### config.mk
export PLATFORM = sky130hd
export DESIGN_NAME = seq_cmp_flat
export DESIGN_NICKNAME = d
export VERILOG_FILES = /design/src/rtl/seq_cmp_pkg.sv /design/src/rtl/seq_cmp_if.sv /design/src/rtl/seq_cmp_slice.sv /design/src/rtl/seq_cmp.sv /design/src/flat_wrapper.sv
export SDC_FILE = /design/constraint.sdc
export NUM_CORES = 1
export LEC_CHECK = 0
export ABC_AREA = 1
export ABC_CLOCK_PERIOD_IN_PS = 1460
export CORE_MARGIN = 10
export CORE_UTILIZATION = 50
export CTS_CLUSTER_DIAMETER = 80
export CTS_CLUSTER_SIZE = 14
export DETAILED_ROUTE_END_ITERATION = 8
export PLACE_DENSITY = 0.78
export SLEW_MARGIN = 20
export SYNTH_ARGS = -nofsm -noshare
export SYNTH_HDL_FRONTEND = slang
export SYNTH_SLANG_ARGS = --single-unit
### constraint.sdc
create_clock -name clk -period 1.46 [get_ports clk]
set_input_delay 0.292 -clock clk [delete_from_list [all_inputs] [get_ports clk]]
set_output_delay 0.292 -clock clk [all_outputs]
set_load 0.005 [all_outputs]
### src/rtl/seq_cmp_pkg.sv
// Shared definitions for the serial magnitude comparator.
//   DIGIT_W : bits consumed per clock (one comparator-cell digit)
//   state_e : FSM state type, values pinned to the ST_* encodings
package seq_cmp_pkg;

    localparam int unsigned DIGIT_W = 2;

    localparam logic [1:0] ST_IDLE = 2'd0;
    localparam logic [1:0] ST_RUN  = 2'd1;
    localparam logic [1:0] ST_DONE = 2'd2;

    typedef enum logic [1:0] {
        StIdle = ST_IDLE,
        StRun  = ST_RUN,
        StDone = ST_DONE
    } state_e;

endpackage

### src/rtl/seq_cmp_if.sv
// Operand/result handshake bundle for seq_cmp.
//   in_valid/in_ready/a/b      : operand pair handshake
//   out_valid/out_ready/eq/lt/gt : result handshake, flags one-hot while out_valid
//   busy                       : comparator is in RUN or DONE
// slave is the comparator side, master is the producer/consumer side.
interface seq_cmp_if #(
    parameter int unsigned W = 8
);
    logic         in_valid;
    logic         in_ready;
    logic [W-1:0] a;
    logic [W-1:0] b;
    logic         out_valid;
    logic         out_ready;
    logic         eq;
    logic         lt;
    logic         gt;
    logic         busy;

    modport slave (
        input  in_valid, a, b, out_ready,
        output in_ready, out_valid, eq, lt, gt, busy
    );

    modport master (
        output in_valid, a, b, out_ready,
        input  in_ready, out_valid, eq, lt, gt, busy
    );
endinterface

### src/rtl/seq_cmp_slice.sv
// 2-bit unsigned comparator cell, purely combinational.
//   x, y        : digits to compare
//   eq, lt, gt  : x == y, x < y, x > y (exactly one is high)
module seq_cmp_slice
    import seq_cmp_pkg::*;
(
    input  logic [DIGIT_W-1:0] x,
    input  logic [DIGIT_W-1:0] y,
    output logic               eq,
    output logic               lt,
    output logic               gt
);
    assign eq = (x == y);
    assign lt = (x < y);
    assign gt = (x > y);
endmodule

### src/rtl/seq_cmp.sv
// Serial W-bit unsigned magnitude comparator. Captures an operand pair, walks it
// MSB-first one 2-bit digit per clock through seq_cmp_slice, stops at the first
// unequal digit and holds a one-hot eq/lt/gt result until the consumer takes it.
//   clk   : rising-edge clock
//   rst_n : asynchronous active-low reset
//   bus   : seq_cmp_if slave (operand handshake, result handshake, busy)
// W must be even and at least 2.
module seq_cmp
    import seq_cmp_pkg::*;
#(
    parameter int unsigned W = 8
) (
    input  logic     clk,
    input  logic     rst_n,
    seq_cmp_if.slave bus
);
    localparam int unsigned N    = W / DIGIT_W;
    localparam int unsigned CntW = $clog2(N + 1);

    state_e          state_q, state_d;
    logic [CntW-1:0] cnt_q, cnt_d;
    logic [W-1:0]    sa_q, sa_d;
    logic [W-1:0]    sb_q, sb_d;
    logic            eq_q, eq_d;
    logic            lt_q, lt_d;
    logic            gt_q, gt_d;

    logic            dig_eq;
    logic            dig_lt;
    logic            dig_gt;

    // Only the top digit of each shift register is ever examined.
    seq_cmp_slice u_slice (
        .x  (sa_q[W-1 -: DIGIT_W]),
        .y  (sb_q[W-1 -: DIGIT_W]),
        .eq (dig_eq),
        .lt (dig_lt),
        .gt (dig_gt)
    );

    always_comb begin
        state_d = state_q;
        cnt_d   = cnt_q;
        sa_d    = sa_q;
        sb_d    = sb_q;
        eq_d    = eq_q;
        lt_d    = lt_q;
        gt_d    = gt_q;

        case (state_q)
            StIdle: begin
                if (bus.in_valid) begin
                    sa_d    = bus.a;
                    sb_d    = bus.b;
                    cnt_d   = CntW'(N);
                    state_d = StRun;
                end
            end
            StRun: begin
                if (!dig_eq) begin
                    // Early exit: the first unequal digit decides the magnitude.
                    lt_d    = dig_lt;
                    gt_d    = dig_gt;
                    state_d = StDone;
                end else if (cnt_q == CntW'(1)) begin
                    eq_d    = 1'b1;
                    state_d = StDone;
                end else begin
                    sa_d  = sa_q << DIGIT_W;
                    sb_d  = sb_q << DIGIT_W;
                    cnt_d = cnt_q - CntW'(1);
                end
            end
            StDone: begin
                if (bus.out_ready) begin
                    eq_d    = 1'b0;
                    lt_d    = 1'b0;
                    gt_d    = 1'b0;
                    state_d = StIdle;
                end
            end
            default: begin
                state_d = StIdle;
            end
        endcase
    end

    always_ff @(posedge clk or negedge rst_n) begin
        if (!rst_n) begin
            state_q <= StIdle;
            cnt_q   <= '0;
            sa_q    <= '0;
            sb_q    <= '0;
            eq_q    <= 1'b0;
            lt_q    <= 1'b0;
            gt_q    <= 1'b0;
        end else begin
            state_q <= state_d;
            cnt_q   <= cnt_d;
            sa_q    <= sa_d;
            sb_q    <= sb_d;
            eq_q    <= eq_d;
            lt_q    <= lt_d;
            gt_q    <= gt_d;
        end
    end

    // Flags are zero outside DONE because they are only set on entry to DONE
    // and cleared on exit, so they can drive the outputs directly.
    assign bus.in_ready  = (state_q == StIdle);
    assign bus.out_valid = (state_q == StDone);
    assign bus.busy      = (state_q != StIdle);
    assign bus.eq        = eq_q;
    assign bus.lt        = lt_q;
    assign bus.gt        = gt_q;
endmodule
### src/flat_wrapper.sv
// flat-port wrapper written by rule: the top's interface ports become plain ports
module seq_cmp_flat import seq_cmp_pkg::*;
#(
    parameter int unsigned W = 8
)
  (clk, rst_n, bus_in_valid, bus_a, bus_b, bus_out_ready, bus_in_ready, bus_out_valid, bus_eq, bus_lt, bus_gt, bus_busy);
  seq_cmp_if #(.W(W)) bus_i ();
  input  logic clk;
  input  logic rst_n;
  input wire logic [$bits(bus_i.in_valid)-1:0] bus_in_valid;
  input wire logic [$bits(bus_i.a)-1:0] bus_a;
  input wire logic [$bits(bus_i.b)-1:0] bus_b;
  input wire logic [$bits(bus_i.out_ready)-1:0] bus_out_ready;
  output wire logic [$bits(bus_i.in_ready)-1:0] bus_in_ready;
  output wire logic [$bits(bus_i.out_valid)-1:0] bus_out_valid;
  output wire logic [$bits(bus_i.eq)-1:0] bus_eq;
  output wire logic [$bits(bus_i.lt)-1:0] bus_lt;
  output wire logic [$bits(bus_i.gt)-1:0] bus_gt;
  output wire logic [$bits(bus_i.busy)-1:0] bus_busy;
  assign bus_i.in_valid = bus_in_valid;
  assign bus_i.a = bus_a;
  assign bus_i.b = bus_b;
  assign bus_i.out_ready = bus_out_ready;
  assign bus_in_ready = bus_i.in_ready;
  assign bus_out_valid = bus_i.out_valid;
  assign bus_eq = bus_i.eq;
  assign bus_lt = bus_i.lt;
  assign bus_gt = bus_i.gt;
  assign bus_busy = bus_i.busy;
  seq_cmp #(.W(W)) u_core (.clk(clk), .rst_n(rst_n), .bus(bus_i));
endmodule
==> metrics, run 1 <==
status=completed; Critical Path Sink Type=flip-flop; most common cell in the netlist=nand2_1; area of the multi-input gates=681 sq um; Main synth FF type=dfrtp_1; CTS Buf Count=3; P&R area growth vs syn=38.4%; IO Pins=26; largest net degree at the start of global routing=25; Leakage=0.000957 uW; final clock period utilization by the worst path=98.6%; path depth of the worst reg2reg path=9; Reg clk slew, reported paths=0.14 ns; Crit path arrival time=1.71 ns; Reg-to-Reg End=u_core.sa_q[6]; die footprint=4940 sq um; drt pass-1 iters=4; Final Hold Viols=0; Initial Utilization=51.5%; dpl hpwl=2120 microns; Place WS=0.0235 ns; Initial DRC Count=70; initial antenna violation count=0; number of synthesized flops with an enable pin=0; design area=1750 sq um; drt wl/cell=12.9 microns; Yosys warning total=0; Clock Latency Late Sink=0.32 ns; die width=70.3 microns; post-layout min period=1.44 ns; fillers=196; num rows=18; RR Startpoint=u_core.sb_q[7]; I/O Buffers=25; synth top area cells=dfrtp_1, nand2_1, ha_1; power per cell area=2110 nW/um^2; global-route wire length before repair=5200 microns; flip-flop and latch area=601 sq um; Final Net Count=237; CTS root buffer=clkbuf_4; syn avg cell area=7.35 sq um; vias in the first global route=1208; Synth cell types=19; Final Setup Violations=0; register area share after synthesis=47.5%; Area after DPL=1550 sq um; Post-synth top cells=nand2_1, dfrtp_1, inv_1; Via density=4.88; critical path class=reg -> reg; Pins Over Slew Limit=0; DR vias=1181; CP required=1.73 ns; Worst R2R Setup Slack=0.02 ns; #FFs+latches synth=24; core area=2450 sq um; hold crit path type=in -> async; Die Height=70.3 microns; Sink Count=24; GRT Overall Usage=12.4%; post-route clock skew=0.00727 ns; global placement routability congestion=0.780; Routed Antenna Nets=0; residual DRC count=0; CTS tree=done; Synth Cell Area=1260 sq um; Max Cap Violations=0; worst vdd ir=1.18 mV; Slew headroom=78.5%; Startpoint Class=flip-flop; Worst Tran Pin Value=0.322 ns; unrepaired setup endpoints after global routing=yes; global route total overflow=0; htree depth=1; async set-reset flop share out of synthesis=100%; Fmax=0.695 GHz; min setup slack post-route=0.0205 ns; Crit Path Max Fanout=8; cell count after synthesis=172; diode count=0; share of cells above drive strength 1=22.2%; Clock Path Buffers=2; syn nets=196; post-synth top area share=47.5%; cell taking the most area after synthesis=dfrtp_1; Routed WL=3120 microns
## report_power, final
part           switching [uW]  total (uW)  internal, uW
Sequential                182        1160           974
Clock                     207         360           153
Combinational            1290        2170           881
Total                    1670        3680          2010
## routing by layer
layer | vias up | global-route usage [%] | routed length (microns)
met2 | 35 | 21.8 | 1590
met3 | 5 | 3.39 | 192
met1 | 540 | 13.4 | 1300
met5 | - | 0 | 0
li1 | 601 | - | -
met4 | 0 | 5.48 | 32
## state kept, by name (all words and copies together) (netlist names)
register,flops
u_core.sa_q,8
u_core.state_q,2
u_core.bus.gt,1
u_core.sb_q,8
u_core.cnt_q,3
u_core.bus.eq,1
u_core.bus.lt,1
## worst max-delay path: stages (launching register included)
cell and delay [ns]:
dfrtp_1 0.38, inv_1 0.05, ha_1 0.30, nand2_1 0.08
inv_2 0.07, nor2_4 0.12, clkinv_4 0.14, nand2_4 0.12
nand2_1 0.06, nand2_1 0.05
## how the worst max path moves through the flow
stage,start,to,cells past startpoint
after floorplan,u_core.sa_q[7],u_core.cnt_q[0],9
after global placement,u_core.state_q[1],bus_out_valid,3
after detailed placement,u_core.sb_q[7],u_core.sa_q[4],9
after CTS,u_core.sb_q[7],u_core.sa_q[4],8
after global routing,u_core.sb_q[7],u_core.sb_q[5],9
final,u_core.sb_q[7],u_core.sa_q[6],9
## cell families (layout without fill, tap and decap cells)
| family | count (synthesis) | in the layout | synth area share, % |
|---|---|---|---|
| buffers and inverters | 19 | 56 | 7.23 |
| AOI/OAI and AO/OA | 2 | 2 | 0.990 |
| DFF | 24 | 24 | 47.5 |
| adders and majority gates | 4 | 4 | 3.96 |
| and+or+nand+nor | 123 | 126 | 40.3 |
## cell usage in the layout (no fill, tap or decap), drive strengths merged
cell type / count
clkinv: 1
nand3: 4
clkbuf: 5
dfrtp: 24
clkdlybuf4s50: 19
nor2: 6
ha: 4
nand4: 1
o211ai: 1
buf: 14
o21ai: 1
or2: 2
nand2: 113
inv: 14
dlygate4sd2: 3
## what timing repair did
action                     4_1_cts  5_1_grt
resized for setup               15       25
hold buffers                     0        0
pin swaps                        1        6
buffers inserted                 5        2
setup endpoints to repair        7       23
cloned                           0        3
## through the flow
stage | power [uW] | instances | hold slack, ns | setup TNS (ns) | utilization, %
2_1_floorplan | 2310 | 172 | -0.00359 | 0 | -
3_3_place_gp | 2730 | 228 | 0.457 | 0 | 63.3
3_5_place_dp | 2820 | 228 | 0.463 | 0 | 63.3
4_1_cts | 3260 | 237 | 0.327 | 0 | 66.6
5_1_grt | 4070 | 242 | 0.321 | -1.47 | 71.3
6_report | 3680 | 242 | 0.308 | 0 | 71.3
## area by class of cell
cell class | count | area share [%]
clock buffers | 4 | 2.07
inverters | 15 | 3.51
multi-input cells | 132 | 38.9
flip-flops and latches | 24 | 34.3
well taps | 30 | 2.15
repair buffers | 37 | 19.0
No activity file was read; power rests on OpenSTA's default activity.
==> run 2, diff against run 1 <==
--- a/config.mk
+++ b/config.mk
@@ -12,7 +12,7 @@
 export CTS_CLUSTER_DIAMETER = 80
 export CTS_CLUSTER_SIZE = 14
 export DETAILED_ROUTE_END_ITERATION = 8
-export PLACE_DENSITY = 0.78
+export PLACE_DENSITY = 0.77
 export SLEW_MARGIN = 20
 export SYNTH_ARGS = -nofsm -noshare
 export SYNTH_HDL_FRONTEND = slang
==> metrics, run 2 (synthesized netlist as in run 1, its figures left out) <==
num rows=18 (unchanged); Placed Cells=229 (+0.44%); Max Cap Violations=0 (unchanged); Worst path depth=8 (-1); Via density=4.82 (-1.3%); drt pass-1 iters=4 (unchanged); commonest cells after routing, fill and taps aside=nand2_1, dfrtp_1, clkdlybuf4s50_1; post-route clock skew=0.0186 ns (+0.0113 ns); share of cells above drive strength 1=19.4% (-2.7 points); status=completed; hold crit path type=in -> async; cell family with most CP delay=simple AND/OR/NAND/NOR gates; path depth of the worst reg2reg path=8 (-1); Max stage delay on crit path=0.42 ns (+0.04 ns); largest net degree at the start of global routing=25 (unchanged); global route total overflow=0 (unchanged); global-route wire length before repair=5020 microns (-3.3%); Clock Path Buffers=2 (unchanged); vias in the first global route=1200 (-0.66%); I/O Buffers=25 (unchanged); initial antenna violation count=0 (unchanged); drt wl/cell=12.3 microns (-4.3%); worst vdd ir=1.25 mV (+6.5%); Initial DRC Count=76 (+8.6%); residual DRC count=0 (unchanged); RR Startpoint=u_core.state_q[1]; global placement routability congestion=0.776 (-0.54%); Initial Utilization=51.5% (unchanged); Sink Count=24 (unchanged); diode count=0 (unchanged); power per cell area=2120 nW/um^2 (+0.58%); Final Hold Viols=0 (unchanged); post-layout min period=1.45 ns (+0.0128 ns); hold slack=0.301 ns (-0.00785 ns); Startpoint Class=flip-flop; Slew headroom=79.2% (+0.75 points); Final Setup Violations=0 (unchanged); Pins Over Slew Limit=0 (unchanged); Final Net Count=236 (-0.42%); Leakage=0.000951 uW (-0.61%); final clock period utilization by the worst path=99.5% (+0.88 points); die footprint=4940 sq um (unchanged); htree depth=1 (unchanged); Crit path arrival time=1.67 ns (-0.04 ns); Worst Tran Pin Value=0.311 ns (-0.0104 ns); hold_buf cts=0 (unchanged); Final Util=70.8% (-0.46 points); CTS Buf Count=3 (unchanged); crit path from=u_core.state_q[1]; CTS root buffer=clkbuf_4; worst path bufs/invs=2 (-1); GRT Overall Usage=11.7% (-0.65 points); die width=70.3 microns (unchanged); Clock Latency Late Sink=0.33 ns (about the same); Die Height=70.3 microns (unchanged); Post-Layout Cell Count=241 (-0.41%); P&R area growth vs syn=37.5%; Crit Path Max Fanout=5 (-3); unrepaired setup endpoints after global routing=yes; Reg clk slew, reported paths=0.15 ns (about the same); IO Pins=26 (unchanged); Slowest cell on crit path=dfrtp_1; CP required=1.68 ns (-0.05 ns); CTS tree=done; commonest non-fill, non-tap cell in the layout=nand2_1; critical path class=reg -> reg; Routed WL=2970 microns (-4.7%); core area=2450 sq um (unchanged); Routed Antenna Nets=0 (unchanged); Largest regs=u_core.sa_q (8), u_core.sb_q (8), u_core.cnt_q (3); DR vias=1161 (-1.7%); Critical Path Sink Type=flip-flop; Fmax=0.689 GHz (-0.88%); dpl hpwl=2120 microns (-0.13%); crit-path cells=buf_4 > buf_4 > nor2_4 > nand2_2 > nand2_4 > nand2_4 > nand2_1 > nand2_1
-- run 2: changes by cell type in the layout (fill, tap and decap cells not counted), sizes merged --
| cell | before | now |
|---|---|---|
| buf | 14 | 13 |
| inv | 14 | 15 |
| clkinv | 1 | 0 |
| clkdlybuf4s15 | 0 | 1 |
| nand2 | 113 | 112 |
| clkbuf | 5 | 4 |
| bufinv | 0 | 1 |
-- run 2: through the flow --
stage / TNS, ns / setup WS (ns) / instance area (sq um) / power, uW
5_1_grt: -0.692 / -0.0520 / 1740 / 4030
3_3_place_gp: 0 / 0.0487 / 1560 / 2760
6_report: 0 / 0.00769 / 1740 / 3680
2_1_floorplan: 0 / 0.119 / 1260 / 2310
4_1_cts: 0 / 0.00927 / 1640 / 3340
3_5_place_dp: 0 / 0.0219 / 1560 / 2840
-- run 2: per-layer routing --
layer | global-route usage, % | vias up | wire [microns]
met5 | 0 | - | 0
met4 | 5.48 | 0 | 30
met3 | 2.26 | 4 | 123
met2 | 20.2 | 29 | 1530
met1 | 13.6 | 535 | 1290
li1 | - | 593 | -
-- run 2: cell type report --
| class | instances | area (sq um) |
|---|---|---|
| clock buffer | 3 | 22.5 |
| clock inverter | 1 | 30.0 |
| fill | 205 | 717 |
| inverter | 15 | 61.3 |
| multi-input combinational | 131 | 642 |
| sequential | 24 | 601 |
| tap | 30 | 37.5 |
| timing repair buffer | 37 | 344 |
-- run 2: path summary, 6_finish.rpt --
kind                                         to  slack [ns]
min in group clk                 u_core.sa_q[4]        0.49
worst max register to register  u_core.cnt_q[1]       0.008
max in group asynchronous        u_core.sb_q[2]        0.90
worst min-delay path             u_core.sb_q[6]        0.30
worst max-delay path            u_core.cnt_q[1]       0.008
worst min register to register   u_core.sa_q[4]        0.49
-- run 2: report_power, final --
group / total (uW) / internal (uW) / switching, uW
Clock: 485 / 278 / 207
Combinational: 2040 / 847 / 1190
Sequential: 1160 / 974 / 183
Total: 3680 / 2100 / 1580
-- run 2: worst register-to-register path, delay by kind of cell (launching register included) --
family | cells | cell delay [ns]
buffers and inverters | 2 | 0.28
DFF | 1 | 0.42
and+or+nand+nor | 6 | 0.64
-- run 2: repair_timing --
| action | in CTS | in global routing |
|---|---|---|
| endpoints found under the hold margin | 0 | 0 |
| setup endpoints to repair | 6 | 22 |
| gates resized for setup | 14 | 17 |
| cloned | 0 | 2 |
| pin swaps | 1 | 6 |
| buffers inserted | 3 | 3 |
==> run 3, diff against run 2 <==
--- a/config.mk
+++ b/config.mk
@@ -9,7 +9,7 @@
 export ABC_CLOCK_PERIOD_IN_PS = 1460
 export CORE_MARGIN = 10
 export CORE_UTILIZATION = 50
-export CTS_CLUSTER_DIAMETER = 80
+export CTS_CLUSTER_DIAMETER = 40
 export CTS_CLUSTER_SIZE = 14
 export DETAILED_ROUTE_END_ITERATION = 8
 export PLACE_DENSITY = 0.77
==> results of run 3 <==
Final layout, timing and power as in run 2 (identical DEF).
